==> src/rtl/eth_pcs_rx_descrambler_if.sv <==
// Beat-in / block-out bundle between the RX gearbox, the descrambler and the 64b/66b decoder.
// slave = descrambler side, master = gearbox/decoder side (or a testbench).
interface eth_pcs_rx_descrambler_if #(
  parameter int W_DATA = 32,
  parameter int W_SYNC = 2
);
  logic                  i_rx_lock;
  logic                  i_hdr_valid;
  logic [W_SYNC-1:0]     i_hdr;
  logic                  i_data_valid;
  logic [W_DATA-1:0]     i_data;
  logic                  o_blk_valid;
  logic [W_SYNC-1:0]     o_blk_hdr;
  logic [2*W_DATA-1:0]   o_blk_data;
  logic                  o_blk_hdr_err;
  logic                  o_hi_ber;

  modport slave (
    input  i_rx_lock, i_hdr_valid, i_hdr, i_data_valid, i_data,
    output o_blk_valid, o_blk_hdr, o_blk_data, o_blk_hdr_err, o_hi_ber
  );

  modport master (
    output i_rx_lock, i_hdr_valid, i_hdr, i_data_valid, i_data,
    input  o_blk_valid, o_blk_hdr, o_blk_data, o_blk_hdr_err, o_hi_ber
  );
endinterface

==> src/rtl/eth_pcs_rx_descrambler.sv <==
// 10GBASE-R RX: pairs 32b gearbox beats into 66b blocks and self-sync descrambles them (1+x^39+x^58).
// Define ETH_PCS_RX_BER_MON_EN to build the hi_ber monitor; otherwise o_hi_ber is tied low.
module eth_pcs_rx_descrambler #(
  parameter int W_DATA       = 32,
  parameter int W_SYNC       = 2,
  parameter int BER_WIN_BLKS = 19531,
  parameter int BER_THRESH   = 16
) (
  input  logic                  i_clk,
  input  logic                  i_reset,
  eth_pcs_rx_descrambler_if.slave bus
);

  localparam int W_STATE = 58;
  localparam int TAP_A   = 39;

  generate
    if (W_DATA != 32 || W_SYNC != 2 || BER_WIN_BLKS < 2 || BER_THRESH < 1) begin : g_cfg_err
      $error("eth_pcs_rx_descrambler: unsupported parameter set");
    end
  endgenerate

  typedef enum logic {HALF_FIRST, HALF_SECOND} half_e;

  half_e                 half_q, half_d;
  logic [W_STATE-1:0]    scr_q, scr_d;
  logic [W_SYNC-1:0]     hdr_q, hdr_d;
  logic [W_DATA-1:0]     low_q, low_d;
  logic                  blk_valid_q, blk_valid_d;
  logic [W_SYNC-1:0]     blk_hdr_q, blk_hdr_d;
  logic [2*W_DATA-1:0]   blk_data_q, blk_data_d;
  logic                  blk_err_q, blk_err_d;

  // hist[k]: oldest received bit at k=0, newest beat bit 31 at the top
  logic [W_STATE+W_DATA-1:0] hist;
  logic [W_DATA-1:0]         desc;

  assign hist = {bus.i_data, scr_q};

  generate
    for (genvar gi = 0; gi < W_DATA; gi++) begin : g_desc
      assign desc[gi] = hist[W_STATE+gi] ^ hist[W_STATE-TAP_A+gi] ^ hist[gi];
    end
  endgenerate

  assign scr_d = bus.i_data_valid ? hist[W_STATE+W_DATA-1:W_DATA] : scr_q;

  always_comb begin
    half_d      = half_q;
    hdr_d       = hdr_q;
    low_d       = low_q;
    blk_valid_d = 1'b0;
    blk_hdr_d   = blk_hdr_q;
    blk_data_d  = blk_data_q;
    blk_err_d   = blk_err_q;
    if (!bus.i_rx_lock) begin
      half_d = HALF_FIRST;
    end else if (bus.i_data_valid) begin
      case (half_q)
        HALF_FIRST: begin
          if (bus.i_hdr_valid) begin
            hdr_d  = bus.i_hdr;
            low_d  = desc;
            half_d = HALF_SECOND;
          end
        end
        HALF_SECOND: begin
          if (bus.i_hdr_valid) begin
            // resync: the new header restarts the block, previous low half is lost
            hdr_d = bus.i_hdr;
            low_d = desc;
          end else begin
            blk_valid_d = 1'b1;
            blk_hdr_d   = hdr_q;
            blk_data_d  = {desc, low_q};
            blk_err_d   = (hdr_q == '0) || (hdr_q == '1);
            half_d      = HALF_FIRST;
          end
        end
        default: half_d = HALF_FIRST;
      endcase
    end
  end

  always_ff @(posedge i_clk or posedge i_reset) begin
    if (i_reset) begin
      half_q      <= HALF_FIRST;
      scr_q       <= '0;
      hdr_q       <= '0;
      low_q       <= '0;
      blk_valid_q <= 1'b0;
      blk_hdr_q   <= '0;
      blk_data_q  <= '0;
      blk_err_q   <= 1'b0;
    end else begin
      half_q      <= half_d;
      scr_q       <= scr_d;
      hdr_q       <= hdr_d;
      low_q       <= low_d;
      blk_valid_q <= blk_valid_d;
      blk_hdr_q   <= blk_hdr_d;
      blk_data_q  <= blk_data_d;
      blk_err_q   <= blk_err_d;
    end
  end

  assign bus.o_blk_valid   = blk_valid_q;
  assign bus.o_blk_hdr     = blk_hdr_q;
  assign bus.o_blk_data    = blk_data_q;
  assign bus.o_blk_hdr_err = blk_err_q;

`ifdef ETH_PCS_RX_BER_MON_EN
  localparam int W_BLK_CNT = $clog2(BER_WIN_BLKS);
  localparam int W_ERR_CNT = $clog2(BER_THRESH + 1);
  localparam logic [W_BLK_CNT-1:0] BLK_LAST = W_BLK_CNT'(BER_WIN_BLKS - 1);
  localparam logic [W_ERR_CNT-1:0] ERR_MAX  = W_ERR_CNT'(BER_THRESH);

  logic [W_BLK_CNT-1:0] blk_cnt_q, blk_cnt_d;
  logic [W_ERR_CNT-1:0] err_cnt_q, err_cnt_d;
  logic                 hi_ber_q, hi_ber_d;

  // Counts the block presented on the outputs; a bad header on the wrap block opens the new window.
  always_comb begin
    blk_cnt_d = blk_cnt_q;
    err_cnt_d = err_cnt_q;
    hi_ber_d  = hi_ber_q;
    if (!bus.i_rx_lock) begin
      blk_cnt_d = '0;
      err_cnt_d = '0;
      hi_ber_d  = 1'b0;
    end else if (blk_valid_q) begin
      if (blk_cnt_q == BLK_LAST) begin
        blk_cnt_d = '0;
        err_cnt_d = blk_err_q ? W_ERR_CNT'(1) : '0;
        if (err_cnt_q < ERR_MAX) begin
          hi_ber_d = 1'b0;
        end
      end else begin
        blk_cnt_d = blk_cnt_q + 1'b1;
        if (blk_err_q && (err_cnt_q != ERR_MAX)) begin
          err_cnt_d = err_cnt_q + 1'b1;
        end
      end
      if (blk_err_q && (err_cnt_d == ERR_MAX)) begin
        hi_ber_d = 1'b1;
      end
    end
  end

  always_ff @(posedge i_clk or posedge i_reset) begin
    if (i_reset) begin
      blk_cnt_q <= '0;
      err_cnt_q <= '0;
      hi_ber_q  <= 1'b0;
    end else begin
      blk_cnt_q <= blk_cnt_d;
      err_cnt_q <= err_cnt_d;
      hi_ber_q  <= hi_ber_d;
    end
  end

  assign bus.o_hi_ber = hi_ber_q;
`else
  assign bus.o_hi_ber = 1'b0;
`endif

endmodule

==> src/flat_wrapper.sv <==
// flat-port wrapper written by rule: the top's interface ports become plain ports
module eth_pcs_rx_descrambler_flat 
#(
  parameter int W_DATA       = 32,
  parameter int W_SYNC       = 2,
  parameter int BER_WIN_BLKS = 19531,
  parameter int BER_THRESH   = 16
)
  (i_clk, i_reset, bus_i_rx_lock, bus_i_hdr_valid, bus_i_hdr, bus_i_data_valid, bus_i_data, bus_o_blk_valid, bus_o_blk_hdr, bus_o_blk_data, bus_o_blk_hdr_err, bus_o_hi_ber);
  eth_pcs_rx_descrambler_if #(.W_DATA(W_DATA), .W_SYNC(W_SYNC)) bus_i ();
  input  logic i_clk;
  input  logic i_reset;
  input wire logic [$bits(bus_i.i_rx_lock)-1:0] bus_i_rx_lock;
  input wire logic [$bits(bus_i.i_hdr_valid)-1:0] bus_i_hdr_valid;
  input wire logic [$bits(bus_i.i_hdr)-1:0] bus_i_hdr;
  input wire logic [$bits(bus_i.i_data_valid)-1:0] bus_i_data_valid;
  input wire logic [$bits(bus_i.i_data)-1:0] bus_i_data;
  output wire logic [$bits(bus_i.o_blk_valid)-1:0] bus_o_blk_valid;
  output wire logic [$bits(bus_i.o_blk_hdr)-1:0] bus_o_blk_hdr;
  output wire logic [$bits(bus_i.o_blk_data)-1:0] bus_o_blk_data;
  output wire logic [$bits(bus_i.o_blk_hdr_err)-1:0] bus_o_blk_hdr_err;
  output wire logic [$bits(bus_i.o_hi_ber)-1:0] bus_o_hi_ber;
  assign bus_i.i_rx_lock = bus_i_rx_lock;
  assign bus_i.i_hdr_valid = bus_i_hdr_valid;
  assign bus_i.i_hdr = bus_i_hdr;
  assign bus_i.i_data_valid = bus_i_data_valid;
  assign bus_i.i_data = bus_i_data;
  assign bus_o_blk_valid = bus_i.o_blk_valid;
  assign bus_o_blk_hdr = bus_i.o_blk_hdr;
  assign bus_o_blk_data = bus_i.o_blk_data;
  assign bus_o_blk_hdr_err = bus_i.o_blk_hdr_err;
  assign bus_o_hi_ber = bus_i.o_hi_ber;
  eth_pcs_rx_descrambler #(.W_DATA(W_DATA), .W_SYNC(W_SYNC), .BER_WIN_BLKS(BER_WIN_BLKS), .BER_THRESH(BER_THRESH)) u_core (.i_clk(i_clk), .i_reset(i_reset), .bus(bus_i));
endmodule
==> config.mk <==
export PLATFORM = sky130hd
export DESIGN_NAME = eth_pcs_rx_descrambler_flat
export DESIGN_NICKNAME = d
export VERILOG_FILES = /design/src/rtl/eth_pcs_rx_descrambler_if.sv /design/src/rtl/eth_pcs_rx_descrambler.sv /design/src/flat_wrapper.sv
export SDC_FILE = /design/constraint.sdc
export NUM_CORES = 1
export LEC_CHECK = 0
export BUFFER_PORTS_ARGS = -buffer_cell sky130_fd_sc_hd__buf_4
export CAP_MARGIN = 20
export CELL_PAD_IN_SITES_DETAIL_PLACEMENT = 1
export CELL_PAD_IN_SITES_GLOBAL_PLACEMENT = 1
export CORE_MARGIN = 1
export CORE_UTILIZATION = 30
export DETAILED_ROUTE_END_ITERATION = 6
export PLACE_DENSITY = 0.53
export SLEW_MARGIN = 15
export SYNTH_ARGS = -nofsm -noshare
export SYNTH_HDL_FRONTEND = slang
export SYNTH_SLANG_ARGS = --single-unit
==> constraint.sdc <==
create_clock -name i_clk -period 14.6 [get_ports i_clk]
set_input_delay 1.46 -clock i_clk [delete_from_list [all_inputs] [get_ports i_clk]]
set_output_delay 1.46 -clock i_clk [all_outputs]
set_load 0.1 [all_outputs]
After elaboration in Yosys (flattened, before gate mapping)

Index checks and enable logic that the tools add are counted.
Widths: inputs -> output; s select.

Eq/ne operators: 2
Mux-type cells: 9
Bitwise operators: 65
Reduce and logical (&&, ||, !) cells: 4

Operators by type and width:

| kind               | number |
|---|---|
| $xor 1x1->1        | 64 |
| $mux 32            | 1 |
| $mux 1             | 7 |
| $reduce_and 4->1   | 1 |
| $reduce_and 3->1   | 1 |
| $eq 2x2->1 const B | 1 |
| $logic_not 2->1    | 1 |
| $mux 2             | 1 |
| $ne 2x1->1 const B | 1 |
| $logic_or 1x1->1   | 1 |
| $not 1->1          | 1 |

Flip-flop bits (word level): 161
Bits of input ports: 39
Output and inout bits: 69
Logic and storage cells: 88

Logic depth before layout (Yosys ltp)

Word-level depth: 4
Depth in mapped cells: 5
Mapped depth without buffers: 2

Least setup slack after synthesis

OpenSTA, ideal clock, no wires.

Path type: input-to-reg
From: input bus_i_data_valid
To: register u_core.scr_q[0]
Library setup time: 0.125 ns
Arrival: 2.319 ns
Data required time: 14.475 ns
Setup slack: 12.156 ns
Stages: 4
Buffers on the path: 3
Cells stage by stage: buf_2 -> buf_2 -> buf_4 -> mux2_2

RTL lines:

| item                 | line                         | source |
|---|---|---|
| start, declared      | flat_wrapper.sv:16           | `input wire logic [$bits(bus_i.i_data_valid)-1:0] bus_i_data_valid;` |
| end signal, assigned | eth_pcs_rx_descrambler.sv:97 | `scr_q <= scr_d;` |
| end, declared        | eth_pcs_rx_descrambler.sv:26 | `logic [W_STATE-1:0] scr_q, scr_d;` |

No word-level cell between the ends.

Worst setup path in the final report

From: input bus_i_data_valid
To: register u_core.blk_data_q[20] (netlist: u_core.bus.o_blk_data[20])

Longest elaborated chain between the ends: 1

RTL lines:

| item                              | line                          | source |
|---|---|---|
| $reduce_and 4->1 (no source line) | -                             |  |
| end signal, assigned              | eth_pcs_rx_descrambler.sv:102 | `blk_data_q <= blk_data_d;` |
| end, declared                     | eth_pcs_rx_descrambler.sv:31  | `logic [2*W_DATA-1:0] blk_data_q, blk_data_d;` |

Every way passes these cells.
A chain may end at the register's enable or synchronous reset.

==> key figures <==
Clocking
  • CTS Buf Count: 17
  • Worst-case clock buffer depth: 2
  • Clk slew on worst S/H paths: 0.06 ns
  • Post_cts resized: 0
  • CTS Hold Buffers Added: 0
  • # H-tree levels: 4
  • Setup Fix Bufs, Post-CTS: 0
  • Clk sinks: 161
  • CTS Root Cell: clkbuf_16
  • Clk_lat worst skew: 0.42 ns
  • CTS tree: done

Cells and area
  • Nets: 592
  • # fillers: 2,336
  • P&R area growth vs syn: 24.0%
  • Fin area: 8530 um2
  • Final Util: 0.378
  • Multi-input gate area: 2490 um2
  • Non-filler cells in the finished layout: 851
  • Register Area: 4030 um2
  • Ratio of cells with drive above 1 in the final layout: 0.415
  • Diode count: 0

Yosys
  • Yosys warnings: 0
  • Post-synth top area cell: dfrtp_1
  • Synth top area share: 0.586
  • Post-synth EDFFs: 0
  • Synth area leaders: dfrtp_1 59%, mux2_2 15%, xnor3_1 10%
  • Syn Nets: 482
  • Fraction of registers with async set/reset: 1.00
  • Post-Syn Area: 6880 um2
  • Synth Area in Simple Gates: 0.00400
  • Most used flip-flop cell after synthesis: dfrtp_1
  • Most frequent cell after synthesis: dfrtp_1
  • FF+latch count, synth: 161
  • Register area share after synthesis: 0.586
  • Post-synthesis instance total: 443
  • Adder-cell share of the synthesized area: 0
  • Combinational family with the most area after synthesis: multiplexers
  • Mux cell area share after synthesis: 0.250
  • Synth Area in Compound Gates: 0
  • Post-synth top cells: 161 x dfrtp_1, 92 x mux2_2, 66 x inv_1
  • Synth Area in XOR/XNOR: 0.106
  • Avg Inst Size Synth: 15.5 um2
  • Synth unique cells: 14

Drt
  • Via density: 4.36
  • Via count: 3,708
  • Antenna viol nets, final: 0
  • Final wirelength: 14,900 um
  • DRC: 0
  • First-pass iteration count of the detailed router: 4
  • First DRT Iteration DRCs: 93
  • Average wire per standard cell: 17.5 um

Critical path
  • Critical path type: input pin to flop
  • Critical path startpoint category: input pin
  • Worst endpoint data arrival time: 3.64 ns
  • Setup crit end kind: flop
  • Crit-path max FO: 61
  • Critical Path RT: 14.90 ns

Placement
  • Final GP Congestion: 0.703
  • Area after DPL: 7950 um2
  • HPWL Detailed: 10,300 um
  • Inst Count DP: 818
  • PortBufs: 106

Hold path
  • Hold/Removal Path Class: flop to flop

STA
  • Fmax: 299 MHz
  • Worst Clk Skew: 0.00691 ns
  • RSZ-0062 raised after global routing: false
  • Slew headroom: 0.471
  • Final period util: 0.229
  • Slew @ Worst Pin: 0.793 ns
  • Fin crit period: 3.34 ns
  • Setup-failing EPs final: 0
  • Hold Vio Cnt, Final: 0
  • Max-slew violation count: 0
  • Final setup TNS: 0 ns

Global routing
  • First-pass GRT wire length: 23,800 um
  • Antenna violations before repair: 0
  • Largest net degree at the start of global routing: 83
  • Vias in the first global route: 4,137
  • Gr usage total: 0.136
  • Remaining Overflow, GRT: 0

Floorplanning
  • Die X: 153 um
  • Site row count: 55
  • Core area: 22,600 um2
  • Die H: 153 um
  • IO Pins: 108
  • Full die area: 23,500 um2
  • Initial Utilization: 0.305

Flow run
  • MaxCap Viol Count: 0

Outcome
  • Outcome: finished clean
stage by stage:
stage	setup WS, ns	hold WS [ns]
after floorplan	8.79	0.458
after global placement	10.77	0.469
after detailed placement	10.72	0.477
after CTS	11.16	0.502
after global routing	11.04	0.522
final	11.26	0.503
sequential cells by signal (all words and copies together) (netlist names):
signal	cells
u_core.hdr_q	2
u_core.bus.o_blk_hdr	2
u_core.half_q	1
u_core.bus.o_blk_hdr_err	1
u_core.bus.o_blk_valid	1
u_core.low_q	32
u_core.scr_q	58
u_core.bus.o_blk_data	64
cell families (layout without fill, tap and decap cells):
group	after synthesis	after routing
multiplexers	160	160
buffers and inverters	85	208
XOR/XNOR	33	33
AND/OR/NAND/NOR	3	3
flip-flops	161	161
other	1	1
critical path, stage by stage:
cell and delay, ns:
buf_4 0.59, nand4b_4 0.60, buf_4 0.55, mux2_1 0.39
path summary, 6_finish.rpt:
check,startpoint,end,slack (ns),cells past startpoint
min in group asynchronous,i_reset,u_core.bus.o_blk_data[50]$_DFFE_PP0P_,1.18,2
worst max-delay path,bus_i_data_valid,u_core.bus.o_blk_data[20]$_DFFE_PP0P_,11.26,4
max in group asynchronous,i_reset,u_core.scr_q[41]$_DFFE_PP0P_,12.21,4
worst min-delay path,u_core.low_q[20]$_DFFE_PP0P_,u_core.bus.o_blk_data[20]$_DFFE_PP0P_,0.50,1
worst max register to register,u_core.half_q$_DFFE_PP0P_,u_core.bus.o_blk_data[26]$_DFFE_PP0P_,12.60,3
worst min register to register,u_core.low_q[20]$_DFFE_PP0P_,u_core.bus.o_blk_data[20]$_DFFE_PP0P_,0.50,1
layer usage:
metal / GRT usage / vias to the layer above / routed length (um)
met5: 0 / - / 0
met4: 0.0443 / 0 / 143
met3: 0.0354 / 10 / 484
met2: 0.220 / 73 / 7330
met1: 0.179 / 1933 / 6920
li1: - / 1692 / -
layout make-up:
type | count | area share
inverters | 66 | 0.0296
clock buffers | 22 | 0.0556
multi-input cells | 197 | 0.292
repair buffers | 110 | 0.0991
clock inverters | 10 | 0.00997
well taps | 285 | 0.0418
flip-flops and latches | 161 | 0.472
layout by cell type, fill, tap and decap left out, types with 4 or more instances in the layout:
master,count
dfrtp_1,161
buf_4,109
mux2_2,92
inv_1,65
mux2i_1,65
xnor3_1,32
clkbuf_16,17
clkinv_2,5
clkinvlp_4,4
Power is not shown: default switching activity piles up to over one toggle a cycle in this logic, so the estimate is an artifact.
